**src/rtl/if_prefetch_stage_pkg.sv**
```systemverilog
// Shared types for the instruction-fetch stage.
// Holds the prefetch queue entry layout and fetch constants.
package if_prefetch_stage_pkg;

    localparam int INSTR_BYTES = 4;

    typedef struct packed {
        logic [31:0] pc;
        logic [31:0] instr;
    } fetch_entry_t;

endpackage

```
**src/rtl/fetch_fifo.sv**
```systemverilog
// Synchronous FIFO with clear, used for the prefetch and tag queues.
// Depth need not be a power of two; pointers wrap explicitly.
module fetch_fifo #(
    parameter int WIDTH = 64,
    parameter int DEPTH = 4,
    localparam int CW = $clog2(DEPTH + 1)
) (
    input  logic             clock,
    input  logic             reset,
    input  logic             clear,
    input  logic             push,
    input  logic [WIDTH-1:0] push_data,
    input  logic             pop,
    output logic [WIDTH-1:0] pop_data,
    output logic [CW-1:0]    count,
    output logic             full,
    output logic             empty
);

    localparam int AW = (DEPTH > 1) ? $clog2(DEPTH) : 1;

    logic [WIDTH-1:0] mem [DEPTH];
    logic [AW-1:0]    wr_ptr;
    logic [AW-1:0]    rd_ptr;
    logic             do_push;
    logic             do_pop;

    function automatic logic [AW-1:0] next_ptr(input logic [AW-1:0] p);
        return (p == AW'(DEPTH - 1)) ? '0 : p + 1'b1;
    endfunction

    assign full     = (count == CW'(DEPTH));
    assign empty    = (count == '0);
    assign do_pop   = pop & ~empty;
    // A full queue may still accept a push when the head leaves this cycle
    assign do_push  = push & (~full | do_pop);
    assign pop_data = mem[rd_ptr];

    always_ff @(posedge clock) begin
        if (reset || clear) begin
            wr_ptr <= '0;
            rd_ptr <= '0;
            count  <= '0;
        end else begin
            if (do_push) wr_ptr <= next_ptr(wr_ptr);
            if (do_pop)  rd_ptr <= next_ptr(rd_ptr);
            count <= count + CW'(do_push) - CW'(do_pop);
        end
    end

    always_ff @(posedge clock) begin
        if (do_push) mem[wr_ptr] <= push_data;
    end

endmodule

```
**src/rtl/if_prefetch_stage.sv**
```systemverilog
// Instruction fetch with prefetch queue, credit-limited req/gnt issue
// and redirect/flush handling that drops stale in-flight responses.
module if_prefetch_stage
    import if_prefetch_stage_pkg::*;
#(
    parameter int              XLEN            = 32,
    parameter int              QUEUE_DEPTH     = 4,
    parameter int              MAX_OUTSTANDING = 2,
    parameter logic [XLEN-1:0] RESET_PC        = '0
) (
    input  logic            clock,
    input  logic            reset,
    output logic            imem_req_op,
    output logic [XLEN-1:0] imem_addr_op,
    input  logic            imem_gnt_ip,
    input  logic            imem_rvalid_ip,
    input  logic [XLEN-1:0] imem_rdata_ip,
    input  logic            redirect_valid_ip,
    input  logic [XLEN-1:0] redirect_pc_ip,
    input  logic            flush_ip,
    input  logic            stall_ip,
    output logic            instr_valid_op,
    output logic [XLEN-1:0] instr_data_op,
    output logic [XLEN-1:0] instr_pc_addr_op
);

    localparam int CW = $clog2(QUEUE_DEPTH + 1);
    localparam int OW = $clog2(MAX_OUTSTANDING + 1);
    localparam int EW = $bits(fetch_entry_t);

    logic [XLEN-1:0] fetch_pc;
    logic [OW-1:0]   outstanding;
    logic [OW-1:0]   discard;
    logic [CW-1:0]   q_count;
    logic            q_full;
    logic            q_empty;
    logic            tag_full;
    logic            tag_empty;
    logic [XLEN-1:0] tag_pc;
    logic            restart;
    logic            credit_ok;
    logic            fire;
    logic            q_push;
    logic            q_pop;
    fetch_entry_t    q_in;
    fetch_entry_t    q_head;
    logic            unused;

    assign restart   = redirect_valid_ip | flush_ip;
    assign credit_ok = (int'(q_count) + int'(outstanding) < QUEUE_DEPTH)
                     && (int'(outstanding) < MAX_OUTSTANDING);

    assign imem_req_op  = ~reset & ~restart & credit_ok;
    assign imem_addr_op = fetch_pc;
    assign fire         = imem_req_op & imem_gnt_ip;

    // The tag queue occupancy is the outstanding-request count
    fetch_fifo #(
        .WIDTH (XLEN),
        .DEPTH (MAX_OUTSTANDING)
    ) u_tag_q (
        .clock     (clock),
        .reset     (reset),
        .clear     (1'b0),
        .push      (fire),
        .push_data (fetch_pc),
        .pop       (imem_rvalid_ip),
        .pop_data  (tag_pc),
        .count     (outstanding),
        .full      (tag_full),
        .empty     (tag_empty)
    );

    assign q_in.pc    = tag_pc;
    assign q_in.instr = imem_rdata_ip;
    assign q_push = imem_rvalid_ip & (discard == '0) & ~restart;
    assign q_pop  = instr_valid_op & ~stall_ip & ~restart;

    fetch_fifo #(
        .WIDTH (EW),
        .DEPTH (QUEUE_DEPTH)
    ) u_prefetch_q (
        .clock     (clock),
        .reset     (reset),
        .clear     (restart),
        .push      (q_push),
        .push_data (q_in),
        .pop       (q_pop),
        .pop_data  (q_head),
        .count     (q_count),
        .full      (q_full),
        .empty     (q_empty)
    );

    assign instr_valid_op   = ~q_empty;
    assign instr_data_op    = instr_valid_op ? q_head.instr : '0;
    assign instr_pc_addr_op = instr_valid_op ? q_head.pc : '0;

    always_ff @(posedge clock) begin
        if (reset) begin
            fetch_pc <= RESET_PC;
        end else if (redirect_valid_ip) begin
            fetch_pc <= {redirect_pc_ip[XLEN-1:2], 2'b00};
        end else if (fire) begin
            fetch_pc <= fetch_pc + XLEN'(INSTR_BYTES);
        end
    end

    // On restart every response still in flight is stale
    always_ff @(posedge clock) begin
        if (reset) begin
            discard <= '0;
        end else if (restart) begin
            discard <= outstanding - OW'(imem_rvalid_ip);
        end else if (imem_rvalid_ip && discard != '0) begin
            discard <= discard - 1'b1;
        end
    end

    assign unused = ^{q_full, tag_full, tag_empty, redirect_pc_ip[1:0]};

endmodule
```
**config.mk**
```make
export PLATFORM = sky130hd
export DESIGN_NAME = if_prefetch_stage
export DESIGN_NICKNAME = d
export VERILOG_FILES = /design/src/rtl/if_prefetch_stage_pkg.sv /design/src/rtl/fetch_fifo.sv /design/src/rtl/if_prefetch_stage.sv
export SDC_FILE = /design/constraint.sdc
export NUM_CORES = 1
export LEC_CHECK = 0
export CORE_UTILIZATION = 56
export CTS_BUF_LIST = sky130_fd_sc_hd__clkbuf_16
export CTS_CLUSTER_DIAMETER = 120
export DETAILED_ROUTE_END_ITERATION = 16
export PLACE_DENSITY = 0.8
export SLEW_MARGIN = 15
export SYNTH_ARGS = -nofsm -noshare
export SYNTH_HDL_FRONTEND = slang
export SYNTH_SLANG_ARGS = --single-unit
```
**constraint.sdc**
```tcl
create_clock -name clock -period 3.8 [get_ports clock]
set_input_delay 0.76 -clock clock [delete_from_list [all_inputs] [get_ports clock]]
set_output_delay 0.76 -clock clock [all_outputs]
set_load 0.005 [all_outputs]
```
Word level (Yosys, flattened, before mapping)
Memory sizes are Yosys's and may differ from the RTL's. A register that Yosys moved wholly into a read port is not among the register bits.
Index checks and enable logic that the tools add are counted.
Word-level totals
  register bits after elaboration: 45
  memory bits (writable): 320
  input port bits: 71
  output and inout port bits: 98
  logic and storage cells: 78
  memories kept: 2
Memory list
  u_prefetch_q.mem: words 4, bits a word 64, read ports 1, clocked after Yosys merged registers in 1, write ports 1, line fetch_fifo.sv:22  | logic [WIDTH-1:0] mem [DEPTH];
  u_tag_q.mem: words 2, bits a word 32, read ports 1, clocked after Yosys merged registers in 1, write ports 1, line fetch_fifo.sv:22
Cells by class
  add/subtract/negate cells: 12
  magnitude comparators: 2
  equal/unequal tests: 4
  muxes and demuxes: 18
  bitwise operators: 21
  reductions and logical operators: 10
Operator list (number)
  2-to-1 mux 32 bit: 4
  adder 32 x 3 -> 32 bit, second input constant: 1
  2-to-1 mux 2 bit: 6
  bitwise AND 1 bit: 11
  2-to-1 mux 1 bit: 8
  NOT 1 bit: 7
  equality test 2 bit, second input constant: 3
  nonzero test 2 bit: 3
  adder 2 x 1 -> 2 bit, second input constant: 2
  adder 3 x 2 -> 4 bit: 1
  logical NOT 2 bit: 2
  < comparator 4 x 3 -> 1 bit, second input constant: 1
  subtractor 2 x 1 -> 2 bit: 2
  adder 3 x 1 -> 3 bit: 1
  equality test 3 bit, second input constant: 1
  logical NOT 3 bit: 1
  OR 1 bit: 3
  subtractor 3 x 1 -> 3 bit: 1
  adder 1 bit, second input constant: 2
  adder 2 x 1 -> 2 bit: 1
  logical AND 1 bit: 2
  < comparator 2 bit, second input constant: 1
  OR reduction 2 bit: 1
  subtractor 2 x 1 -> 2 bit, second input constant: 1
  logical OR 1 bit: 1

Longest topological paths before layout
  word-level depth: 9
  depth in mapped cells: 10
  gate-level depth less buffers: 10

Cells and area by module
A second synthesis with hierarchy kept.
Unflattened totals
  cells, all modules: 846
  area, all modules: 14644.0 µm²
Modules (own cells, without submodules)
  fetch_fifo at u_prefetch_q: times used 1, cells each 386, area an instance 9673.0 µm², seq. area each 7867.5 µm²
  fetch_fifo at u_tag_q: times used 1, cells each 133, area an instance 2560.0 µm², seq. area each 2021.9 µm²
  if_prefetch_stage: times used 1, cells each 327, area an instance 2411.1 µm², seq. area each 640.6 µm²

Worst setup path before layout
Ideal clock, no wire load.
  path type: input to register
  start point: input redirect_valid_ip
  end point: memory u_prefetch_q.mem[1][0] (enable)
  library setup time: 426 ps
  arrival: 2926 ps
  data required time: 3374 ps
  path slack: 447 ps
  cell stages on the path: 4
  buffers on the path: 0
  path through: nor2_1 -> nand3_1 -> a31oi_1 -> and2_1
Between the ends
  word-level cells in the longest chain between the ends: 8
  elaborated cells between the ends (all ways): 9
  those cells by class: mux: 2; bitwise: 7
Ends and longest elaborated chain
  start, declared: line if_prefetch_stage.sv:18  | input logic redirect_valid_ip,
  OR 1 bit (*): line if_prefetch_stage.sv:49  | assign restart = redirect_valid_ip | flush_ip;
  NOT 1 bit (*): line if_prefetch_stage.sv:76, if_prefetch_stage.sv:77
  bitwise AND 1 bit: line if_prefetch_stage.sv:77  | assign q_pop = instr_valid_op & ~stall_ip & ~restart;
  bitwise AND 1 bit: line fetch_fifo.sv:34  | assign do_pop = pop & ~empty;
  OR 1 bit: line fetch_fifo.sv:36  | assign do_push = push & (~full | do_pop);
  bitwise AND 1 bit (*): line fetch_fifo.sv:36
  named net u_prefetch_q.do_push: line fetch_fifo.sv:25  | logic do_push;
  2-to-1 mux 1 bit (*): line fetch_fifo.sv:52  | if (do_push) mem[wr_ptr] <= push_data;
  2-to-1 mux 1 bit (implied by the code) (*): line fetch_fifo.sv:52
  end, declared: line fetch_fifo.sv:22
Mark *: on every way through the listed nets, which the timed path passes. The rest lies on a longest branch.

==> flow_metrics.tcl <==
set metrics [dict create \
    slew_viol_final 0 \
    timing.final.hold_violations 0 \
    r2r-start "u_prefetch_q.count[1]$_SDFF_PP0_" \
    cts.sink_count 354 \
    crit_type "reg2out" \
    irDropWorstVdd_mv 0.319 \
    cts_setup_buffers 0 \
    grt_pass1_wl_um 45700 \
    run_status "completed" \
    timing.final.setup_violations 0 \
    setup_repair_after_global_routing_missed_its_margin "no" \
    crit-reg2reg-capture "imem_addr_op[2]$_SDFFE_PP0P_" \
    worst_ep_arrival_time_ns 2.65 \
    synthToLayoutAreaGrowth_pct 23.4 \
    worst_hold_slack_ns 0.519 \
    grt_usage 0.233 \
    tightestPinTransition_ns 0.692 \
    fin_tns_setup_ns 0 \
    drt-wirelength-per-cell_um 21.9 \
    r2r_slack_ns 1.35 \
    synth_area_per_cell_um2 17.3 \
    numPortBuffers 162 \
    min_delay_path_depth 2 \
    detailedPlacementHpwl_um 18600 \
    die_y_um 161 \
    source_to_sink_clock_delay_at_the_later_pin_of_the_worst_skew_pair_ns 0.52 \
    synthDominantCellAreaShare 0.650 \
    finish.net_count 1087 \
    max_cap_violations 0 \
    cp-end-kind "output port" \
    drtPass1Iterations 6 \
    place_congestion 0.830 \
    yosys-top-cells-area "sky130_fd_sc_hd__edfxtp_1, sky130_fd_sc_hd__mux4_2, sky130_fd_sc_hd__dfxtp_1" \
    htree_levels 2 \
    wirelength_um 29600 \
    chipWidth_um 161 \
    power.leakage_uw 0.00563 \
    min-delay-path-class "reg2reg" \
    finalCriticalPeriod_ns 3.41 \
    path_max_fanout 22 \
    min_period_over_period 0.897 \
    detail_route.iter0.violations 766 \
    ctsLongestPathBuffers 3 \
    cts.hold.buffers_added 0 \
    grt_overflow_total 0 \
    antenna_cells 0 \
    cts-root-buf "sky130_fd_sc_hd__clkbuf_16" \
    antenna_found_initial 0 \
    grt_pass1_vias 8122 \
    initial_utilization 0.579 \
    synth-edff-count 308 \
    synth_cell_types 60 \
    syn_area_mm2 0.0142 \
    power.density_cell_area_mw_per_mm2 482 \
    core_area_mm2 0.0246 \
    share_of_layout_cells_above_drive_strength_1 0.191 \
    site_row_count 57 \
    dp_slack_ns 0.505 \
    maximum_number_of_pins_on_one_net_before_global_route_repair 64 \
    slew-limit-headroom 0.535 \
    final_critical_path_setup_slack_ns 0.393 \
    netlist_instances 824 \
    synth_top_cell_by_area "sky130_fd_sc_hd__edfxtp_1" \
    route.vias.total 8001 \
    max_clock_freq_mhz 293 \
    worst-r2r-cell-count 8 \
    ant_nets 0 \
    drt-vias-per-instance 5.91 \
    tritoncts "built" \
    fp.dieArea_mm2 0.0261 \
    clock-skew-final_ns 0.0228 \
    min_from "u_tag_q.rd_ptr$_SDFFE_PP0P_" \
    synth_top_flop_cell "sky130_fd_sc_hd__edfxtp_1" \
    yosys_warnings 0 \
    sequential_fraction_of_the_synthesis_area 0.714 \
    post_cts_resized 0 \
    cts_clock_pin_slew_for_the_worst_setup_and_hold_paths_ns 0.06 \
    boundaryPins 169 \
    crit_required_ns 3.04 \
    timing.critical_path.from_type "flop" \
    synthArstFlopShare 0 \
    synth_seq_cells 354 \
    cts_made_buffers 35 \
    yosysMostFrequentCell "sky130_fd_sc_hd__edfxtp_1" \
    synth_common_cells "sky130_fd_sc_hd__edfxtp_1, sky130_fd_sc_hd__nor2b_1, sky130_fd_sc_hd__mux4_2" \
    detail_route.drc_violations 0 \
    final_util 0.714 \
]
cell families after synthesis:
kind of cell | Yosys count | synth area share
flops | 354 | 0.714
compound gates | 88 | 0.0376
other cells | 1 | 0.000263
simple gates | 200 | 0.0826
fa+ha+maj | 13 | 0.0119
buf+inv | 61 | 0.0218
xor+xnor | 10 | 0.00615
mux | 97 | 0.125
flip-flops by register name, indices dropped and copies added, names as in the netlist, named ones only:
signal               cells
u_tag_q.mem             60
u_prefetch_q.mem       248
u_tag_q.count            2
u_prefetch_q.wr_ptr      2
imem_addr_op            30
u_prefetch_q.rd_ptr      2
u_tag_q.rd_ptr           1
u_prefetch_q.count       3
discard                  2
u_tag_q.wr_ptr           1
worst max-delay path: stages, from the launching register on:
cell and delay, ns:
sky130_fd_sc_hd__dfxtp_4 0.68, sky130_fd_sc_hd__buf_4 0.32, sky130_fd_sc_hd__mux4_2 0.53, sky130_fd_sc_hd__nor2b_1 0.15, sky130_fd_sc_hd__clkdlybuf4s50_1 0.46
power by group:
part	switching, uW	internal, uW	leakage, uW
logic	274	283	0.00188
clock network	1410	2080	0.000585
registers	70.5	4350	0.00317
total	1750	6710	0.00563
worst max path at each step:
stage,start,to,slack (ns),cells past startpoint
after detailed placement,redirect_valid_ip,u_prefetch_q.count[2]$_SDFF_PP0_,0.50,10
final,flop,instr_pc_addr_op[17],0.39,4
after CTS,flop,instr_pc_addr_op[17],0.32,4
after floorplan,redirect_valid_ip,u_prefetch_q.mem[1][0]$_DFFE_PP_,0.45,4
after global placement,redirect_valid_ip,u_prefetch_q.count[2]$_SDFF_PP0_,0.56,10
after global routing,flop,instr_pc_addr_op[13],0.25,4
layer usage:
metal	up-vias	global-route usage	wire length, um
met5	-	0	0
met1	3973	0.318	12000
met4	0	0.0793	740
li1	3596	-	-
met2	373	0.387	14600
met3	59	0.0344	2210
area by class of cell:
| class | instances | area [um2] |
|---|---|---|
| flip-flops and latches | 354 | 10200 |
| clock buffers | 36 | 901 |
| inverters | 15 | 58.8 |
| clock inverters | 28 | 282 |
| well taps | 324 | 405 |
| fillers | 1531 | 7040 |
| multi-input cells | 412 | 3790 |
| repair buffers | 185 | 1960 |
stage by stage:
stage | area, um2 | cells | total power, uW
finish | 17600 | 1354 | 8460
global route | 17600 | 1354 | 8730
CTS | 17600 | 1354 | 8520
detailed placement | 16400 | 1290 | 5060
global placement | 16400 | 1290 | 5030
floorplan | 14300 | 827 | 4810
cell usage in the layout (no fill, tap or decap), types with 3 or more instances in the layout:
cell,instances
sky130_fd_sc_hd__edfxtp_1,308
sky130_fd_sc_hd__and3_1,4
sky130_fd_sc_hd__and4_1,3
sky130_fd_sc_hd__and2_1,7
sky130_fd_sc_hd__xor2_1,5
sky130_fd_sc_hd__mux2i_1,3
sky130_fd_sc_hd__a211oi_1,3
sky130_fd_sc_hd__inv_2,3
sky130_fd_sc_hd__and2_4,4
sky130_fd_sc_hd__buf_12,13
sky130_fd_sc_hd__clkinv_1,5
sky130_fd_sc_hd__a21oi_1,25
sky130_fd_sc_hd__xnor2_1,5
sky130_fd_sc_hd__bufinv_16,5
sky130_fd_sc_hd__o21ai_0,19
sky130_fd_sc_hd__and3_2,3
sky130_fd_sc_hd__mux2_2,30
sky130_fd_sc_hd__ha_1,12
sky130_fd_sc_hd__inv_1,16
sky130_fd_sc_hd__nand3_1,6
sky130_fd_sc_hd__conb_1,4
sky130_fd_sc_hd__nor2b_1,64
sky130_fd_sc_hd__dfxtp_1,44
sky130_fd_sc_hd__mux4_2,62
sky130_fd_sc_hd__o211ai_1,4
sky130_fd_sc_hd__nand4_1,13
sky130_fd_sc_hd__nor3_1,3
sky130_fd_sc_hd__or4_1,4
sky130_fd_sc_hd__buf_4,10
sky130_fd_sc_hd__a31oi_1,25
sky130_fd_sc_hd__nor2_1,33
sky130_fd_sc_hd__nand2_1,31
sky130_fd_sc_hd__clkbuf_16,36
sky130_fd_sc_hd__clkinv_2,6
sky130_fd_sc_hd__clkdlybuf4s50_1,162
sky130_fd_sc_hd__or3_1,4
sky130_fd_sc_hd__clkinvlp_4,4
(Power assumes the default switching activity.)
